## src/rtl/maccum_sched_pkg.sv

```systemverilog
// maccum_sched_pkg: shared state/tag types and bus-width helpers for maccum_sched.
package maccum_sched_pkg;
  typedef enum logic [0:0] {ST_IDLE, ST_ISSUE} state_e;
  typedef logic tag_t;
  function automatic int wb_w(input int np, input int nc, input int wf);
    return np * nc * wf + nc * wf;
  endfunction
  function automatic int st_w(input int np, input int wf);
    return np * wf;
  endfunction
  function automatic int ac_w(input int np, input int nc, input int wf);
    return nc * ($clog2(np) + wf);
  endfunction
endpackage

```

## src/rtl/maccum_sched_if.sv

```systemverilog
// maccum_sched_if: requester, Maccum-side and result handshake buses of maccum_sched.
interface maccum_sched_if
  import maccum_sched_pkg::*;
#(
  parameter int NP = 3,
  parameter int NC = 2,
  parameter int WF = 8
);
  localparam int WB = wb_w(NP, NC, WF);
  localparam int ST = st_w(NP, WF);
  localparam int AC = ac_w(NP, NC, WF);
  logic          iValid_AM_Job0, iValid_AM_Job1;
  logic          oReady_AM_Job0, oReady_AM_Job1;
  logic [WB-1:0] iData_AM_WeightBias0, iData_AM_WeightBias1;
  logic [ST-1:0] iData_AM_State0, iData_AM_State1;
  logic          oValid_BM_Result0, oValid_BM_Result1;
  logic          iReady_BM_Result0, iReady_BM_Result1;
  logic [AC-1:0] oData_BM_Result0, oData_BM_Result1;
  logic          oValid_BM_WeightBias, iReady_BM_WeightBias;
  logic [WB-1:0] oData_BM_WeightBias;
  logic          oValid_BM_StateM, iReady_BM_StateM;
  logic [ST-1:0] oData_BM_StateM;
  logic          iValid_AM_Accum0, oReady_AM_Accum0;
  logic [AC-1:0] iData_AM_Accum0;
  modport master (
    input  iValid_AM_Job0, iValid_AM_Job1, iData_AM_WeightBias0, iData_AM_WeightBias1,
           iData_AM_State0, iData_AM_State1, iReady_BM_Result0, iReady_BM_Result1,
           iReady_BM_WeightBias, iReady_BM_StateM, iValid_AM_Accum0, iData_AM_Accum0,
    output oReady_AM_Job0, oReady_AM_Job1, oValid_BM_Result0, oValid_BM_Result1,
           oData_BM_Result0, oData_BM_Result1, oValid_BM_WeightBias, oData_BM_WeightBias,
           oValid_BM_StateM, oData_BM_StateM, oReady_AM_Accum0
  );
  modport slave (
    output iValid_AM_Job0, iValid_AM_Job1, iData_AM_WeightBias0, iData_AM_WeightBias1,
           iData_AM_State0, iData_AM_State1, iReady_BM_Result0, iReady_BM_Result1,
           iReady_BM_WeightBias, iReady_BM_StateM, iValid_AM_Accum0, iData_AM_Accum0,
    input  oReady_AM_Job0, oReady_AM_Job1, oValid_BM_Result0, oValid_BM_Result1,
           oData_BM_Result0, oData_BM_Result1, oValid_BM_WeightBias, oData_BM_WeightBias,
           oValid_BM_StateM, oData_BM_StateM, oReady_AM_Accum0
  );
endinterface

```

## src/rtl/maccum_tag_fifo.sv

```systemverilog
// maccum_tag_fifo: in-order FIFO of 1-bit requester tags with full/empty flags.
module maccum_tag_fifo
  import maccum_sched_pkg::*;
#(
  parameter int DEPTH = 4
) (
  input  logic clk,
  input  logic rst_n,
  input  logic push_i,
  input  tag_t tag_i,
  input  logic pop_i,
  output tag_t head_o,
  output logic full_o,
  output logic empty_o
);
  localparam int AW = $clog2(DEPTH);
  tag_t [DEPTH-1:0] mem_q, mem_d;
  logic [AW-1:0]    wp_q, wp_d, rp_q, rp_d;
  logic [AW:0]      cnt_q, cnt_d;
  always_comb begin
    mem_d = mem_q;
    if (push_i) mem_d[wp_q] = tag_i;
    wp_d  = push_i ? wp_q + 1'b1 : wp_q;
    rp_d  = pop_i ? rp_q + 1'b1 : rp_q;
    cnt_d = cnt_q + (AW+1)'(push_i) - (AW+1)'(pop_i);
  end
  always_ff @(posedge clk or negedge rst_n)
    if (!rst_n) begin
      mem_q <= '0;
      wp_q  <= '0;
      rp_q  <= '0;
      cnt_q <= '0;
    end else begin
      mem_q <= mem_d;
      wp_q  <= wp_d;
      rp_q  <= rp_d;
      cnt_q <= cnt_d;
    end
  assign head_o  = mem_q[rp_q];
  assign full_o  = cnt_q == (AW+1)'(DEPTH);
  assign empty_o = cnt_q == '0;
endmodule

```

## src/rtl/maccum_sched.sv

```systemverilog
// maccum_sched: two-requester job scheduler sharing one Maccum, results routed back by tag.
// Define MACCUM_SCHED_PRIO_EN for strict R0 priority instead of round-robin.
module maccum_sched
  import maccum_sched_pkg::*;
#(
  parameter int NP    = 3,
  parameter int NC    = 2,
  parameter int WF    = 8,
  parameter int DEPTH = 4
) (
  input  logic iCLK,
  input  logic iRST,
  maccum_sched_if.master bus
);
  localparam int WB = wb_w(NP, NC, WF);
  localparam int ST = st_w(NP, WF);
  localparam logic [0:0] IDLE  = 1'(ST_IDLE);
  localparam logic [0:0] ISSUE = 1'(ST_ISSUE);
  logic [0:0]    state_q, state_d;
  logic          wb_done_q, wb_done_d, st_done_q, st_done_d;
  logic [WB-1:0] wb_q, wb_d;
  logic [ST-1:0] st_q, st_d;
  logic          v_wb, v_st, wb_hs, st_hs, acc, full, empty, pop;
  tag_t          win, head;
`ifdef MACCUM_SCHED_PRIO_EN
  assign win = !bus.iValid_AM_Job0;
`else
  logic lp_q, lp_d;
  assign win  = (bus.iValid_AM_Job0 & bus.iValid_AM_Job1) ? !lp_q : bus.iValid_AM_Job1;
  assign lp_d = acc ? win : lp_q;
  // lp starts at 1 so R0 takes the first tie
  always_ff @(posedge iCLK or negedge iRST)
    if (!iRST) lp_q <= 1'b1;
    else lp_q <= lp_d;
`endif
  assign acc   = iRST & (state_q == IDLE) & !full & (bus.iValid_AM_Job0 | bus.iValid_AM_Job1);
  assign v_wb  = (state_q == ISSUE) & !wb_done_q;
  assign v_st  = (state_q == ISSUE) & !st_done_q;
  assign wb_hs = v_wb & bus.iReady_BM_WeightBias;
  assign st_hs = v_st & bus.iReady_BM_StateM;
  always_comb begin
    state_d   = acc ? ISSUE :
                ((state_q == ISSUE) & (wb_done_q | wb_hs) & (st_done_q | st_hs)) ? IDLE : state_q;
    wb_done_d = acc ? 1'b0 : wb_done_q | wb_hs;
    st_done_d = acc ? 1'b0 : st_done_q | st_hs;
    wb_d      = acc ? (win ? bus.iData_AM_WeightBias1 : bus.iData_AM_WeightBias0) : wb_q;
    st_d      = acc ? (win ? bus.iData_AM_State1 : bus.iData_AM_State0) : st_q;
  end
  always_ff @(posedge iCLK or negedge iRST)
    if (!iRST) begin
      state_q   <= IDLE;
      wb_done_q <= 1'b0;
      st_done_q <= 1'b0;
      wb_q      <= '0;
      st_q      <= '0;
    end else begin
      state_q   <= state_d;
      wb_done_q <= wb_done_d;
      st_done_q <= st_done_d;
      wb_q      <= wb_d;
      st_q      <= st_d;
    end
  maccum_tag_fifo #(.DEPTH(DEPTH)) u_fifo (
    .clk(iCLK), .rst_n(iRST), .push_i(acc), .tag_i(win), .pop_i(pop),
    .head_o(head), .full_o(full), .empty_o(empty)
  );
  assign bus.oReady_AM_Job0       = acc & !win;
  assign bus.oReady_AM_Job1       = acc & win;
  assign bus.oValid_BM_WeightBias = v_wb;
  assign bus.oValid_BM_StateM     = v_st;
  assign bus.oData_BM_WeightBias  = wb_q;
  assign bus.oData_BM_StateM      = st_q;
  // results are matched to requesters purely by issue order
  assign bus.oValid_BM_Result0    = bus.iValid_AM_Accum0 & !empty & !head;
  assign bus.oValid_BM_Result1    = bus.iValid_AM_Accum0 & !empty & head;
  assign bus.oData_BM_Result0     = bus.iData_AM_Accum0;
  assign bus.oData_BM_Result1     = bus.iData_AM_Accum0;
  assign bus.oReady_AM_Accum0     = !empty & (head ? bus.iReady_BM_Result1 : bus.iReady_BM_Result0);
  assign pop                      = bus.iValid_AM_Accum0 & bus.oReady_AM_Accum0;
endmodule

```

## src/flat_wrapper.sv

```systemverilog
// flat-port wrapper written by rule: the top's interface ports become plain ports
module maccum_sched_flat import maccum_sched_pkg::*;
#(
  parameter int NP    = 3,
  parameter int NC    = 2,
  parameter int WF    = 8,
  parameter int DEPTH = 4
)
  (iCLK, iRST, bus_iValid_AM_Job0, bus_iValid_AM_Job1, bus_iData_AM_WeightBias0, bus_iData_AM_WeightBias1, bus_iData_AM_State0, bus_iData_AM_State1, bus_iReady_BM_Result0, bus_iReady_BM_Result1, bus_iReady_BM_WeightBias, bus_iReady_BM_StateM, bus_iValid_AM_Accum0, bus_iData_AM_Accum0, bus_oReady_AM_Job0, bus_oReady_AM_Job1, bus_oValid_BM_Result0, bus_oValid_BM_Result1, bus_oData_BM_Result0, bus_oData_BM_Result1, bus_oValid_BM_WeightBias, bus_oData_BM_WeightBias, bus_oValid_BM_StateM, bus_oData_BM_StateM, bus_oReady_AM_Accum0);
  maccum_sched_if #(.NP(NP), .NC(NC), .WF(WF)) bus_i ();
  input  logic iCLK;
  input  logic iRST;
  input wire logic [$bits(bus_i.iValid_AM_Job0)-1:0] bus_iValid_AM_Job0;
  input wire logic [$bits(bus_i.iValid_AM_Job1)-1:0] bus_iValid_AM_Job1;
  input wire logic [$bits(bus_i.iData_AM_WeightBias0)-1:0] bus_iData_AM_WeightBias0;
  input wire logic [$bits(bus_i.iData_AM_WeightBias1)-1:0] bus_iData_AM_WeightBias1;
  input wire logic [$bits(bus_i.iData_AM_State0)-1:0] bus_iData_AM_State0;
  input wire logic [$bits(bus_i.iData_AM_State1)-1:0] bus_iData_AM_State1;
  input wire logic [$bits(bus_i.iReady_BM_Result0)-1:0] bus_iReady_BM_Result0;
  input wire logic [$bits(bus_i.iReady_BM_Result1)-1:0] bus_iReady_BM_Result1;
  input wire logic [$bits(bus_i.iReady_BM_WeightBias)-1:0] bus_iReady_BM_WeightBias;
  input wire logic [$bits(bus_i.iReady_BM_StateM)-1:0] bus_iReady_BM_StateM;
  input wire logic [$bits(bus_i.iValid_AM_Accum0)-1:0] bus_iValid_AM_Accum0;
  input wire logic [$bits(bus_i.iData_AM_Accum0)-1:0] bus_iData_AM_Accum0;
  output wire logic [$bits(bus_i.oReady_AM_Job0)-1:0] bus_oReady_AM_Job0;
  output wire logic [$bits(bus_i.oReady_AM_Job1)-1:0] bus_oReady_AM_Job1;
  output wire logic [$bits(bus_i.oValid_BM_Result0)-1:0] bus_oValid_BM_Result0;
  output wire logic [$bits(bus_i.oValid_BM_Result1)-1:0] bus_oValid_BM_Result1;
  output wire logic [$bits(bus_i.oData_BM_Result0)-1:0] bus_oData_BM_Result0;
  output wire logic [$bits(bus_i.oData_BM_Result1)-1:0] bus_oData_BM_Result1;
  output wire logic [$bits(bus_i.oValid_BM_WeightBias)-1:0] bus_oValid_BM_WeightBias;
  output wire logic [$bits(bus_i.oData_BM_WeightBias)-1:0] bus_oData_BM_WeightBias;
  output wire logic [$bits(bus_i.oValid_BM_StateM)-1:0] bus_oValid_BM_StateM;
  output wire logic [$bits(bus_i.oData_BM_StateM)-1:0] bus_oData_BM_StateM;
  output wire logic [$bits(bus_i.oReady_AM_Accum0)-1:0] bus_oReady_AM_Accum0;
  assign bus_i.iValid_AM_Job0 = bus_iValid_AM_Job0;
  assign bus_i.iValid_AM_Job1 = bus_iValid_AM_Job1;
  assign bus_i.iData_AM_WeightBias0 = bus_iData_AM_WeightBias0;
  assign bus_i.iData_AM_WeightBias1 = bus_iData_AM_WeightBias1;
  assign bus_i.iData_AM_State0 = bus_iData_AM_State0;
  assign bus_i.iData_AM_State1 = bus_iData_AM_State1;
  assign bus_i.iReady_BM_Result0 = bus_iReady_BM_Result0;
  assign bus_i.iReady_BM_Result1 = bus_iReady_BM_Result1;
  assign bus_i.iReady_BM_WeightBias = bus_iReady_BM_WeightBias;
  assign bus_i.iReady_BM_StateM = bus_iReady_BM_StateM;
  assign bus_i.iValid_AM_Accum0 = bus_iValid_AM_Accum0;
  assign bus_i.iData_AM_Accum0 = bus_iData_AM_Accum0;
  assign bus_oReady_AM_Job0 = bus_i.oReady_AM_Job0;
  assign bus_oReady_AM_Job1 = bus_i.oReady_AM_Job1;
  assign bus_oValid_BM_Result0 = bus_i.oValid_BM_Result0;
  assign bus_oValid_BM_Result1 = bus_i.oValid_BM_Result1;
  assign bus_oData_BM_Result0 = bus_i.oData_BM_Result0;
  assign bus_oData_BM_Result1 = bus_i.oData_BM_Result1;
  assign bus_oValid_BM_WeightBias = bus_i.oValid_BM_WeightBias;
  assign bus_oData_BM_WeightBias = bus_i.oData_BM_WeightBias;
  assign bus_oValid_BM_StateM = bus_i.oValid_BM_StateM;
  assign bus_oData_BM_StateM = bus_i.oData_BM_StateM;
  assign bus_oReady_AM_Accum0 = bus_i.oReady_AM_Accum0;
  maccum_sched #(.NP(NP), .NC(NC), .WF(WF), .DEPTH(DEPTH)) u_core (.iCLK(iCLK), .iRST(iRST), .bus(bus_i));
endmodule
```

## config.mk

```make
export PLATFORM = sky130hd
export DESIGN_NAME = maccum_sched_flat
export DESIGN_NICKNAME = d
export VERILOG_FILES = /design/src/rtl/maccum_sched_pkg.sv /design/src/rtl/maccum_sched_if.sv /design/src/rtl/maccum_tag_fifo.sv /design/src/rtl/maccum_sched.sv /design/src/flat_wrapper.sv
export SDC_FILE = /design/constraint.sdc
export NUM_CORES = 1
export LEC_CHECK = 0
export BUFFER_PORTS_ARGS = -buffer_cell sky130_fd_sc_hd__buf_2
export CAP_MARGIN = 20
export CORE_AREA = 2 2 132 134
export DETAILED_ROUTE_END_ITERATION = 6
export DIE_AREA = 0 0 134 136
export PLACE_DENSITY = 0.66
export SLEW_MARGIN = 20
export SYNTH_ARGS = -nofsm -noshare
export SYNTH_HDL_FRONTEND = slang
export SYNTH_SLANG_ARGS = --single-unit
```

## constraint.sdc

```tcl
create_clock -name iCLK -period 3.55 [get_ports iCLK]
set_clock_uncertainty 0.2 [all_clocks]
set_input_delay 0.5325 -clock iCLK [delete_from_list [all_inputs] [get_ports iCLK]]
set_output_delay 0.5325 -clock iCLK [all_outputs]
set_load 0.02 [all_outputs]
```

[Yosys cells after proc, flatten, opt, wreduce, memory -nomap -nowiden]
Cells that the tools add are included.
W data, S select, Z words.
Operators by class
  equal/unequal tests: 1
  $add $sub $neg: 4
  multiplexer cells: 13
  bitwise logic cells: 21
  reduce and logical (&&, ||, !) cells: 10
  magnitude comparators: 3
Operators by type and width (count)
  $mux W64: 1
  $mux W24: 1
  $and A1 B1 Y1: 17
  $mux W1: 8
  $logic_not A1 Y1: 7
  $lt A2 B3 Y1 const B: 2
  $add A2 B1 Y2 const B: 2
  $bwmux W4: 1
  $add A3 B1 Y3: 1
  $eq A3 B3 Y1 const B: 1
  $logic_not A3 Y1: 1
  $or A1 B1 Y1: 3
  $sub A3 B1 Y3: 1
  $bmux W1 S2: 1
  $demux W1 S2: 1
  $ge A2 B1 Y1 const B: 1
  $reduce_bool A2 Y1: 1
  $logic_and A1 B1 Y1: 1
  $not A1 Y1: 1
Storage, ports and cells
  output and inout bits: 135
  logic and storage cells: 62
  flip-flop bits (word level): 103

[Depth between registers and ports, before layout]
Gate-level depths: netlist of the first run.
  depth in word-level cells: 8
  depth in mapped cells: 9

[Cells and area by module]
A second synthesis of the first run with hierarchy kept.
Unflattened totals
  cells, all modules: 423
  area, all modules: 5540.3 um^2
Modules (own cells, without submodules)
  maccum_sched: sequential area each 2303.5 um^2, instances 1, area each 4997.3 um^2, cells an instance 380
  maccum_tag_fifo: sequential area each 275.3 um^2, instances 1, area each 543.0 um^2, cells an instance 43

[Least setup slack after synthesis of the first run]
Ideal clock, no wire load.
  path type: flip-flop to flip-flop
  start point: reg u_core.u_fifo.rp_q[0]
  end point: reg u_core.u_fifo.cnt_q[2]
  setup slack: 1.017 ns
  data arrival time: 2.211 ns
  path buffers: 0
  cell stages (with the launch flop): 9
  period minus slack after synthesis: 2.533 ns
  required time: 3.227 ns
  cell sequence: dfrtp_1 > mux4_2 > mux2i_2 > nor2_2 > xor2_1 > ha_1 > fa_1 > xnor2_1 > xnor2_1
On the way
  word-level cells in the longest chain between the ends: 6
RTL lines
  start, declared: line maccum_tag_fifo.sv:18  | logic [AW-1:0] wp_q, wp_d, rp_q, rp_d;
  start signal, assigned: line maccum_tag_fifo.sv:36  | rp_q <= rp_d;
  $bmux W1 S2: line maccum_tag_fifo.sv:39  | assign head_o = mem_q[rp_q];
  $mux W1 (implied by the code): line maccum_tag_fifo.sv:39
  $mux W1: line maccum_sched.sv:78  | assign bus.oReady_AM_Accum0 = !empty & (head ? bus.iReady_BM_Result1 : bus.iReady_BM_Result0);
  $and A1 B1 Y1: line maccum_sched.sv:78
  $and A1 B1 Y1: line maccum_sched.sv:79  | assign pop = bus.iValid_AM_Accum0 & bus.oReady_AM_Accum0;
  $sub A3 B1 Y3: line maccum_tag_fifo.sv:25  | cnt_d = cnt_q + (AW+1)'(push_i) - (AW+1)'(pop_i);
  via u_core.u_fifo.cnt_d[2]: line maccum_tag_fifo.sv:19  | logic [AW:0] cnt_q, cnt_d;
  end signal, assigned: line maccum_tag_fifo.sv:37  | cnt_q <= cnt_d;
  end, declared: line maccum_tag_fifo.sv:19
The timed path passes the listed nets, and every way through them passes these cells. The select of a mux whose other input is x is not followed.
A chain may end at the register's enable or synchronous reset.

[Final worst setup path of the first run]
Same ends and word-level chain as after synthesis.

==> impl_metrics.py, run 1 <==
metrics = {
    "clocking": {
        "holdBufCountCts": 0,
        "cts_sinks": 103,
        "cts_buffer_depth": 2,
        "cts_repair_resize_count": 0,
        "cts_tree": "built",
        "cts-root-buf": "clkbuf_16",
        "h-tree-depth": 3,
        "insertion_delay_ns": 0.35,
        "postCtsSetupBuffers": 0,
        "cts_buffers": 9,
        "clk_pin_slew_ns": 0.07,
    },
    "synth": {
        "synth_cells": 490,
        "syn_nets": 701,
        "synth.top_cell.area_share_pct": 49.7,
        "synth.area.top_cells": "dfrtp_1 50%, mux2i_1 17%, a21oi_1 8.8%",
        "avgSynthCellArea_um2": 10.5,
        "synth_seq_cells": 103,
        "synth_area_leader_cell": "dfrtp_1",
        "ys_types": 30,
        "synth_warnings": 0,
        "netlist_area_um2": 5130,
        "ys_seq_area_share_pct": 50.2,
    },
    "critical_path": {
        "r2r_cells": 8,
        "crit_type": "register to register",
        "crit_path_start_kind": "register",
        "required_ns": 3.62,
        "cp-end-kind": "register",
        "cp.arrival_ns": 2.75,
        "path_max_fanout": 4,
    },
    "sta": {
        "setup-violations-final": 0,
        "tightest_slew_ns": 0.774,
        "slew_violations": 0,
        "max_freq_ghz": 0.374,
        "tns_ns": 0,
        "hold_viol": 0,
        "fin_crit_ns": 2.68,
        "rsz0062_at_grt": "false",
        "period_share_pct": 75.4,
        "slew-limit-headroom_pct": 48.4,
    },
    "grt": {
        "grt_usage_pct": 13.0,
        "grt_max_degree": 87,
        "grt_pass1_vias": 3888,
        "grt_pass1_wl_um": 18700,
        "antenna_found_initial": 0,
        "grt-ovfl-total": 0,
    },
    "placement": {
        "place.gp.congestion": 0.767,
        "port_buffers": 279,
        "hpwl_um": 9500,
    },
    "cells_and_area": {
        "drive_gt1_share_pct": 43.6,
        "syn_to_final_growth_pct": 30.9,
        "antenna_cells": 0,
        "final_common_cell": "buf_2",
        "final_nets": 926,
        "final_cell_mix": "278 x buf_2, 102 x dfrtp_1, 94 x nor2_1",
    },
    "die": {
        "die_h_um": 136,
        "start_util_pct": 30.4,
        "io-pin-count": 340,
        "dieArea_um2": 18200,
        "die_w_um": 134,
        "core_um2": 16900,
        "core.rowCount": 48,
    },
    "route": {
        "first_pass_iters": 4,
        "routedWlPerCell_um": 12.9,
        "ant_nets": 0,
        "drt_iter0_drc": 150,
        "vias": 4099,
        "drc": 0,
        "vias_per_cell": 4.34,
        "routed_wl_um": 12200,
    },
    "pwr": {
        "p_leak_nw": 3.32,
        "totalPowerFinal_mw": 5.67,
        "peakVddDrop_mv": 0.572,
        "power_density_nw_per_um2": 843,
    },
    "run_status": {
        "status": "finished, final reports clean",
    },
    "run": {
        "cap_violations": 0,
    },
    "hold_path": {
        "min_path_type": "input pin to async pin",
    },
}
registers in the layout, summed over array words and instances, names as in the netlist:
name                            cells
u_core.bus.oData_BM_StateM         24
u_core.bus.oData_BM_WeightBias     64
u_core.lp_q                         1
u_core.st_done_q                    1
u_core.state_q                      1
u_core.u_fifo.cnt_q                 3
u_core.u_fifo.mem_q                 4
u_core.u_fifo.rp_q                  2
u_core.u_fifo.wp_q                  2
u_core.wb_done_q                    1
synthesized netlist by cell type:
master,instances
buf_2,14
mux2i_1,88
xnor2_1,3
o21ai_0,1
nor2_1,94
a21oi_1,90
inv_1,4
nor3_1,1
mux2_2,5
o22ai_1,1
a21o_1,1
nand2_1,5
a21boi_0,1
mux4_2,1
ha_1,5
a2111oi_2,1
and2_1,1
mux2i_2,1
dfstp_2,1
nand2b_1,1
clkbuf_4,3
nor3b_2,1
fa_1,1
nor2b_1,4
clkbuf_1,1
xor2_1,3
dfrtp_1,102
nor2_2,1
or3_1,1
buf_4,54
area by class of cell:
| type | count | area, um2 |
|---|---|---|
| Clock buffer | 10 | 239 |
| Sequential cell | 103 | 2580 |
| Clock inverter | 6 | 67.6 |
| Tap cell | 225 | 282 |
| Timing Repair Buffer | 286 | 1480 |
| Fill cell | 1702 | 10200 |
| Inverter | 4 | 15.0 |
| Multi-Input combinational cell | 311 | 2060 |
stage by stage:
stage	utilization [%]	instances	hold WS, ns	cell area [um2]	setup WS [ns]
after global routing	39.8	945	0.0898	6720	0.727
final	39.8	945	0.0525	6720	0.875
after global placement	38.0	929	0.279	6410	0.905
after floorplan	-	490	0.0369	5130	1.02
after detailed placement	38.0	929	0.277	6410	0.884
after CTS	39.8	945	0.0673	6720	0.854
power breakdown:
| group | leakage, nW | total [mW] | switching [mW] | internal [mW] |
|---|---|---|---|---|
| sequential | 1.14 | 2.06 | 0.309 | 1.75 |
| clock | 0.145 | 1.01 | 0.440 | 0.570 |
| combinational | 2.03 | 2.59 | 1.62 | 0.977 |
cell families after synthesis:
group	share of synthesized area, %
adder cells (fa/ha/maj)	1.61
XOR/XNOR	1.02
flip-flops	50.2
AO/OA/AOI/OAI	9.58
AND/OR/NAND/NOR	8.55
multiplexers	19.0
buffers and inverters	10.1
critical path, cell delays in order (launching register included):
cell and delay, ns:
dfrtp_1 0.40, mux4_2 0.57, mux2i_2 0.30, nor2_2 0.08, xor2_1 0.15, ha_1 0.21
fa_1 0.37, xnor2_1 0.18, xnor2_1 0.14
metal layers:
metal	vias to the layer above	global-route usage, %	routed length (um)
met2	161	21.9	6040
met4	0	3.55	163
li1	2073	-	-
met3	15	4.81	984
met1	1850	15.5	5030
met5	-	0	0
worst paths after layout:
kind	from	to	slack [ns]
max	u_core.u_fifo.rp_q[0]$_DFFE_PN0P_	u_core.u_fifo.cnt_q[2]$_DFF_PN0_	0.87
min	iRST	u_core.bus.oData_BM_WeightBias[41]$_DFFE_PN0P_	0.05
max in group asynchronous	iRST	u_core.bus.oData_BM_StateM[14]$_DFFE_PN0P_	1.94
min in group iCLK	bus_iReady_BM_WeightBias	u_core.wb_done_q$_DFF_PN0_	0.25
min reg2reg	u_core.u_fifo.rp_q[1]$_DFFE_PN0P_	u_core.u_fifo.rp_q[1]$_DFFE_PN0P_	0.30
max reg2reg	u_core.u_fifo.rp_q[0]$_DFFE_PN0P_	u_core.u_fifo.cnt_q[2]$_DFF_PN0_	0.87
No activity file was read; power rests on OpenSTA's default activity.
==> run 2, diff against run 1 <==
--- a/config.mk
+++ b/config.mk
@@ -7,10 +7,10 @@
 export LEC_CHECK = 0
 export BUFFER_PORTS_ARGS = -buffer_cell sky130_fd_sc_hd__buf_2
 export CAP_MARGIN = 20
-export CORE_AREA = 2 2 132 134
+export CORE_AREA = 2 2 131 133
 export DETAILED_ROUTE_END_ITERATION = 6
-export DIE_AREA = 0 0 134 136
-export PLACE_DENSITY = 0.66
+export DIE_AREA = 0 0 133 135
+export PLACE_DENSITY = 0.69
 export SLEW_MARGIN = 20
 export SYNTH_ARGS = -nofsm -noshare
 export SYNTH_HDL_FRONTEND = slang
==> constraint.sdc (replaced) <==
create_clock -name iCLK -period 2.2 [get_ports iCLK]
set_clock_uncertainty 0.2 [all_clocks]
set_input_delay 0.33 -clock iCLK [delete_from_list [all_inputs] [get_ports iCLK]]
set_output_delay 0.33 -clock iCLK [all_outputs]
set_load 0.02 [all_outputs]
==> run 2 against run 1 <==
- largest power group unchanged
- global-route usage up 1.4 points
- the run now ends with negative setup slack left
- power rose by 69%
- highest routed layer unchanged
- clock power increased by 58%
- sequential power rose by 62%
- worst setup slack worse by 1.2 ns
==> impl_metrics.py, run 2 (synthesis gave the netlist of run 1 again) <==
metrics = {
    "run_status": {
        "status": "finished, violations left",
        "violations": "negative setup slack",
    },
    "cells_and_area": {
        "final_cell_mix": "274 x buf_2, 101 x dfrtp_1, 93 x nor2_1",
        "final_common_cell": "buf_2",
        "syn_to_final_growth_pct": 36.4,
        "final_nets": 950,
        "antenna_cells": 0,
        "drive_gt1_share_pct": 46.0,
        "fin_area_um2": 7000,
        "finalNonFillerCells": 964,
        "fill_cells": 1591,
        "largest_reg_flops": 64,
    },
    "clocking": {
        "h-tree-depth": 3,
        "insertion_delay_ns": 0.34,
        "cts_tree": "built",
        "cts_buffers": 9,
        "cts_sinks": 103,
        "cts-root-buf": "clkbuf_16",
        "clk_pin_slew_ns": 0.07,
        "cts_buffer_depth": 2,
    },
    "die": {
        "core.rowCount": 47,
        "io-pin-count": 340,
        "start_util_pct": 31.3,
        "core_um2": 16400,
        "die_w_um": 133,
        "dieArea_um2": 18000,
        "die_h_um": 135,
    },
    "sta": {
        "worst_slack_ns": -0.313,
        "setup-violations-final": 5,
        "slew-limit-headroom_pct": 59.1,
        "hold_viol": 0,
        "holdWs_ns": 0.0602,
        "tightest_slew_ns": 0.613,
        "period_share_pct": 114,
        "tns_ns": -1.03,
        "rsz0062_at_grt": "true",
        "max_freq_ghz": 0.398,
        "slew_violations": 0,
        "fin_crit_ns": 2.51,
    },
    "hold_path": {
        "hp-start": "bus_iReady_BM_StateM",
        "min_path_type": "input pin to register",
        "min_path_cells": 3,
        "hold-path-endpoint": "u_core.st_done_q$_DFF_PN0_",
    },
    "grt": {
        "grt-ovfl-total": 0,
        "antenna_found_initial": 0,
        "grt_pass1_vias": 4261,
        "grt_usage_pct": 14.4,
        "grt_max_degree": 87,
        "grt_pass1_wl_um": 20500,
    },
    "placement": {
        "place.gp.congestion": 0.784,
        "hpwl_um": 9800,
        "port_buffers": 279,
        "dp_slack_ns": -0.325,
        "placedCellCount": 934,
        "dpl_cell_area_um2": 6520,
    },
    "route": {
        "vias": 4293,
        "drt_iter0_drc": 116,
        "vias_per_cell": 4.45,
        "routedWlPerCell_um": 13.8,
        "drc": 0,
        "first_pass_iters": 4,
        "routed_wl_um": 13300,
        "ant_nets": 0,
    },
    "critical_path": {
        "reg2reg_to": "u_core.u_fifo.cnt_q[2]$_DFF_PN0_",
        "r2r_cells": 8,
        "crit_type": "register to output pin",
        "reg2reg_slack_ns": -0.30,
        "timing.critical_path.mode_cell": "buf_4",
        "cp-end-kind": "output pin",
        "crit_chain": "mux4_2, mux2i_4, buf_4, buf_4, nor2_1, buf_4",
        "required_ns": 1.67,
        "critPathSlowestCell": "mux4_2",
        "path_max_fanout": 3,
        "crit_path_start_kind": "register",
        "cp.arrival_ns": 1.98,
        "cp_slowest_stage_delay_ns": 0.56,
        "reg2reg_from": "u_core.u_fifo.rp_q[0]$_DFFE_PN0P_",
    },
    "run": {
        "cap_violations": 0,
    },
    "pwr": {
        "p_leak_nw": 3.47,
        "power_density_nw_per_um2": 1370,
        "peakVddDrop_mv": 0.668,
    },
}
[run 2: final cells by class]
| class | count | area (um2) | share of cell area [%] |
|---|---|---|---|
| clock buffer | 11 | 233 | 3.32 |
| clock inverter | 5 | 63.8 | 0.911 |
| inverter | 4 | 15.0 | 0.214 |
| multi-input combinational | 311 | 2100 | 29.9 |
| sequential | 103 | 2580 | 36.8 |
| tap | 220 | 275 | 3.93 |
| timing repair buffer | 310 | 1740 | 24.8 |
[run 2: where the power goes]
| group | internal [mW] | switching (mW) |
|---|---|---|
| registers | 2.83 | 0.503 |
| logic | 1.88 | 2.74 |
| clock network | 0.894 | 0.710 |
| total | 5.61 | 3.95 |
[run 2: metal layers]
metal  vias up  global-route usage (%)  wire length, um
met5         -                       0                0
met3        30                    4.95             1090
met2       184                    24.6             6620
met1      1963                    16.3             5200
li1       2116                       -                -
met4         0                    6.15              354
[run 2: how the worst max path moves through the flow]
stage / endpoint / from / slack [ns] / depth (start not counted)
6_report: bus_oReady_AM_Accum0 / u_core.u_fifo.rp_q[0]$_DFFE_PN0P_ / -0.31 / 6
4_1_cts: u_core.u_fifo.cnt_q[2]$_DFF_PN0_ / u_core.u_fifo.rp_q[0]$_DFFE_PN0P_ / -0.28 / 8
3_3_place_gp: u_core.u_fifo.cnt_q[2]$_DFF_PN0_ / u_core.u_fifo.rp_q[0]$_DFFE_PN0P_ / -0.26 / 8
5_1_grt: u_core.u_fifo.cnt_q[2]$_DFF_PN0_ / u_core.u_fifo.rp_q[0]$_DFFE_PN0P_ / -0.44 / 8
2_1_floorplan: u_core.u_fifo.cnt_q[2]$_DFF_PN0_ / u_core.u_fifo.rp_q[0]$_DFFE_PN0P_ / -0.23 / 8
3_5_place_dp: u_core.u_fifo.cnt_q[2]$_DFF_PN0_ / u_core.u_fifo.rp_q[0]$_DFFE_PN0P_ / -0.33 / 8
[run 2: critical path: cells and delay by family (launching register included)]
| kind | cells | cell delay, ns |
|---|---|---|
| and+or+nand+nor | 1 | 0.08 |
| DFF | 1 | 0.37 |
| buffers and inverters | 3 | 0.41 |
| muxes | 2 | 0.78 |
[run 2: metrics by stage]
step	util, %	power [mW]
floorplan	-	6.30
global placement	39.8	7.63
detailed placement	39.8	7.76
CTS	42.1	9.54
global route	42.7	10.3
finish	42.7	9.56
[run 2: timing repair]
item | in CTS | in global routing
hold endpoints to repair | 46 | 0
endpoints found under the setup margin | 7 | 99
pin swaps | 1 | 2
resized for setup | 7 | 11
gates cloned | 1 | 1
setup buffers | 7 | 5
hold buffers | 1 | 0
==> run 3, diff against run 2 <==
--- a/config.mk
+++ b/config.mk
@@ -7,11 +7,14 @@
 export LEC_CHECK = 0
 export BUFFER_PORTS_ARGS = -buffer_cell sky130_fd_sc_hd__buf_2
 export CAP_MARGIN = 20
-export CORE_AREA = 2 2 131 133
+export CORE_AREA = 2 2 132 134
+export CTS_BUF_LIST = sky130_fd_sc_hd__clkbuf_8
+export CTS_CLUSTER_DIAMETER = 30
 export DETAILED_ROUTE_END_ITERATION = 6
-export DIE_AREA = 0 0 133 135
-export PLACE_DENSITY = 0.69
+export DIE_AREA = 0 0 134 136
+export PLACE_DENSITY = 0.71
 export SLEW_MARGIN = 20
 export SYNTH_ARGS = -nofsm -noshare
 export SYNTH_HDL_FRONTEND = slang
+export SYNTH_HIERARCHICAL = 1
 export SYNTH_SLANG_ARGS = --single-unit
==> run 3 against run 2 <==
- the flow still finishes with violations (negative setup slack)
- maximum frequency decreased by 0.42%
- sequential power up 3%
- sequential share of layout area is 1.5 points lower
- first-iteration DRC count up 11%
- largest power group unchanged
- hold slack lost 0.0045 ns
- synthesized cell count down 14%
==> impl_metrics.py, run 3 <==
metrics = {
    "hold_path": {
        "min_path_type": "input pin to register",
    },
    "clocking": {
        "cts-root-buf": "clkbuf_8",
        "insertion_delay_ns": 0.37,
        "clk_pin_slew_ns": 0.10,
        "cts_sinks": 103,
        "cts_buffers": 9,
        "cts_buffer_depth": 2,
        "h-tree-depth": 3,
        "cts_tree": "built",
    },
    "pwr": {
        "peakVddDrop_mv": 0.728,
        "p_leak_nw": 3.16,
        "power_density_nw_per_um2": 1400,
    },
    "run_status": {
        "status": "finished, violations left",
        "violations": "negative setup slack",
    },
    "synth": {
        "synth.area.top_cells": "dfrtp_1 46%, a2bb2oi_2 19%, o32ai_1 14%",
        "synth_top_flop_cell": "dfrtp_1",
        "synth_commonest_cells": "102 x dfrtp_1, 88 x o32ai_1, 70 x a2bb2oi_2",
        "synth_area_leader_cell": "dfrtp_1",
        "synth_cells": 423,
        "ys_types": 35,
        "synth_edf_count": 0,
        "avgSynthCellArea_um2": 13.1,
        "post-synth-top-count-cell": "dfrtp_1",
        "ys_seq_area_share_pct": 46.5,
        "syn_nets": 635,
        "synth.top_cell.area_share_pct": 46.1,
        "synth-async-reset-ratio_pct": 100,
        "netlist_area_um2": 5540,
        "synth_warnings": 6,
        "synth_seq_cells": 103,
    },
    "route": {
        "first_pass_iters": 4,
        "vias_per_cell": 5.14,
        "routedWlPerCell_um": 17.5,
        "ant_nets": 0,
        "drc": 0,
        "vias": 4545,
        "drt_iter0_drc": 129,
        "routed_wl_um": 15500,
    },
    "grt": {
        "grt_max_degree": 49,
        "grt_pass1_wl_um": 23300,
        "antenna_found_initial": 3,
        "grt_usage_pct": 16.3,
        "grt_pass1_vias": 4439,
        "grt-ovfl-total": 0,
    },
    "cells_and_area": {
        "syn_to_final_growth_pct": 31.5,
        "multiInputGateArea_um2": 2450,
        "final_cell_mix": "275 x buf_2, 102 x dfrtp_1, 88 x o32ai_1",
        "ff_latch_area_um2": 2580,
        "fill_cells": 1596,
        "final_nets": 866,
        "largest_reg_flops": 64,
        "drive_gt1_share_pct": 62.4,
        "final_common_cell": "buf_2",
    },
    "sta": {
        "rsz0062_at_grt": "true",
        "fin_crit_ns": 2.52,
        "tns_ns": -1.25,
        "hold_viol": 0,
        "tightest_slew_ns": 0.593,
        "period_share_pct": 115,
        "max_freq_ghz": 0.396,
        "slew-limit-headroom_pct": 60.5,
        "slew_violations": 0,
        "worst_slack_ns": -0.324,
        "setup-violations-final": 5,
    },
    "critical_path": {
        "cp.arrival_ns": 2.57,
        "cp-end-kind": "register",
        "crit_path_start_kind": "register",
        "path_max_fanout": 2,
        "crit_type": "register to register",
        "required_ns": 2.25,
    },
    "die": {
        "core.rowCount": 48,
        "core_um2": 16900,
        "die_w_um": 134,
        "die_h_um": 136,
        "io-pin-count": 340,
        "start_util_pct": 32.8,
        "dieArea_um2": 18200,
    },
    "placement": {
        "port_buffers": 279,
        "dp_slack_ns": -0.331,
        "hpwl_um": 11400,
        "place.gp.congestion": 0.722,
    },
    "run": {
        "cap_violations": 0,
    },
}
==> run 3: cell types whose count changed after synthesis, moves of 12 or more <==
cell       change
a21oi_1       -88
a2bb2oi_1     +18
a2bb2oi_2     +70
buf_4         -12
clkbuf_1      +27
mux2i_1       -87
nor2_1        -91
o32ai_1       +88
==> run 3: power breakdown <==
part           leakage (nW)  total [mW]  internal (mW)  switching [mW]
Combinational          1.92        5.53           2.62            2.91
Clock                 0.108        1.21          0.556           0.654
Sequential             1.13        3.44           2.81           0.629
Total                  3.16        10.2           5.99            4.19
==> run 3: final timing paths <==
path / start / end / slack, ns / cells after the start
min reg2reg: u_core/u_fifo/mem_q[0]$_DFFE_PN0P_ / u_core/u_fifo/mem_q[0]$_DFFE_PN0P_ / 0.30 / 1
min: bus_iData_AM_WeightBias1[18] / u_core/bus.oData_BM_WeightBias[18]$_DFFE_PN0P_ / 0.06 / 3
max reg2reg: u_core/u_fifo/rp_q[0]$_DFFE_PN0P_ / u_core/u_fifo/cnt_q[2]$_DFF_PN0_ / -0.32 / 9
max in group asynchronous: iRST / u_core/bus.oData_BM_StateM[15]$_DFFE_PN0P_ / 0.58 / 3
min in group asynchronous: iRST / u_core/u_fifo/mem_q[3]$_DFFE_PN0P_ / 0.24 / 2
max: u_core/u_fifo/rp_q[0]$_DFFE_PN0P_ / u_core/u_fifo/cnt_q[2]$_DFF_PN0_ / -0.32 / 9
==> run 3: logic make-up (layout without fill, tap and decap cells) <==
logic type	count (synthesis)	in the layout	share of synthesized area [%]
XOR/XNOR	5	5	0.791
other	0	1	0
buffers and inverters	98	334	10.8
AO/OA/AOI/OAI	184	184	36.7
adder cells (fa/ha/maj)	7	7	1.72
flip-flops	103	103	46.5
multiplexers	6	6	1.40
AND/OR/NAND/NOR	20	20	2.03
==> run 3: cell type report <==
cell class	count	area share (%)
Antenna cell	1	0.0343
Clock buffer	10	1.89
Clock inverter	6	0.841
Inverter	9	0.464
Multi-Input combinational cell	222	33.6
Sequential cell	103	35.4
Tap cell	225	3.86
Timing Repair Buffer	309	24.0
==> run 3: layer usage <==
| layer | vias up | global-route usage (%) | routed length (um) |
|---|---|---|---|
| met5 | - | 0 | 24 |
| met4 | 4 | 5.85 | 360 |
| met3 | 28 | 5.48 | 1160 |
| met2 | 175 | 28.9 | 7850 |
| met1 | 2213 | 18.2 | 6090 |
| li1 | 2125 | - | - |
==> run 3: repair_timing <==
action                                  in CTS  in global routing
endpoints found under the hold margin       79                  0
hold buffers                                 3                  0
endpoints found under the setup margin       7                  8
pin swaps                                    2                  3
setup buffers                                6                  2
resized for setup                           11                  4
==> run 3: metrics by stage <==
step,hold WS [ns],utilization [%],std cells,cell area [um2],power [mW]
2_1_floorplan,-0.166,-,423,5570,7.22
3_3_place_gp,-0.0268,41.2,857,6950,8.75
3_5_place_dp,-0.0258,41.2,857,6950,8.88
4_1_cts,0.0268,43.0,882,7260,10.3
5_1_grt,0.0309,43.2,884,7280,10.8
6_report,0.0557,43.2,885,7290,10.2
==> run 3: worst max-delay path, stage by stage, from the launching register on <==
cell and delay [ns]:
dfrtp_1 0.38, mux4_2 0.54, mux2i_1 0.19, nor2_2 0.06, and2_4 0.15, ha_4 0.26, inv_2 0.04, ha_4 0.14
fa_2 0.33, xnor2_1 0.13
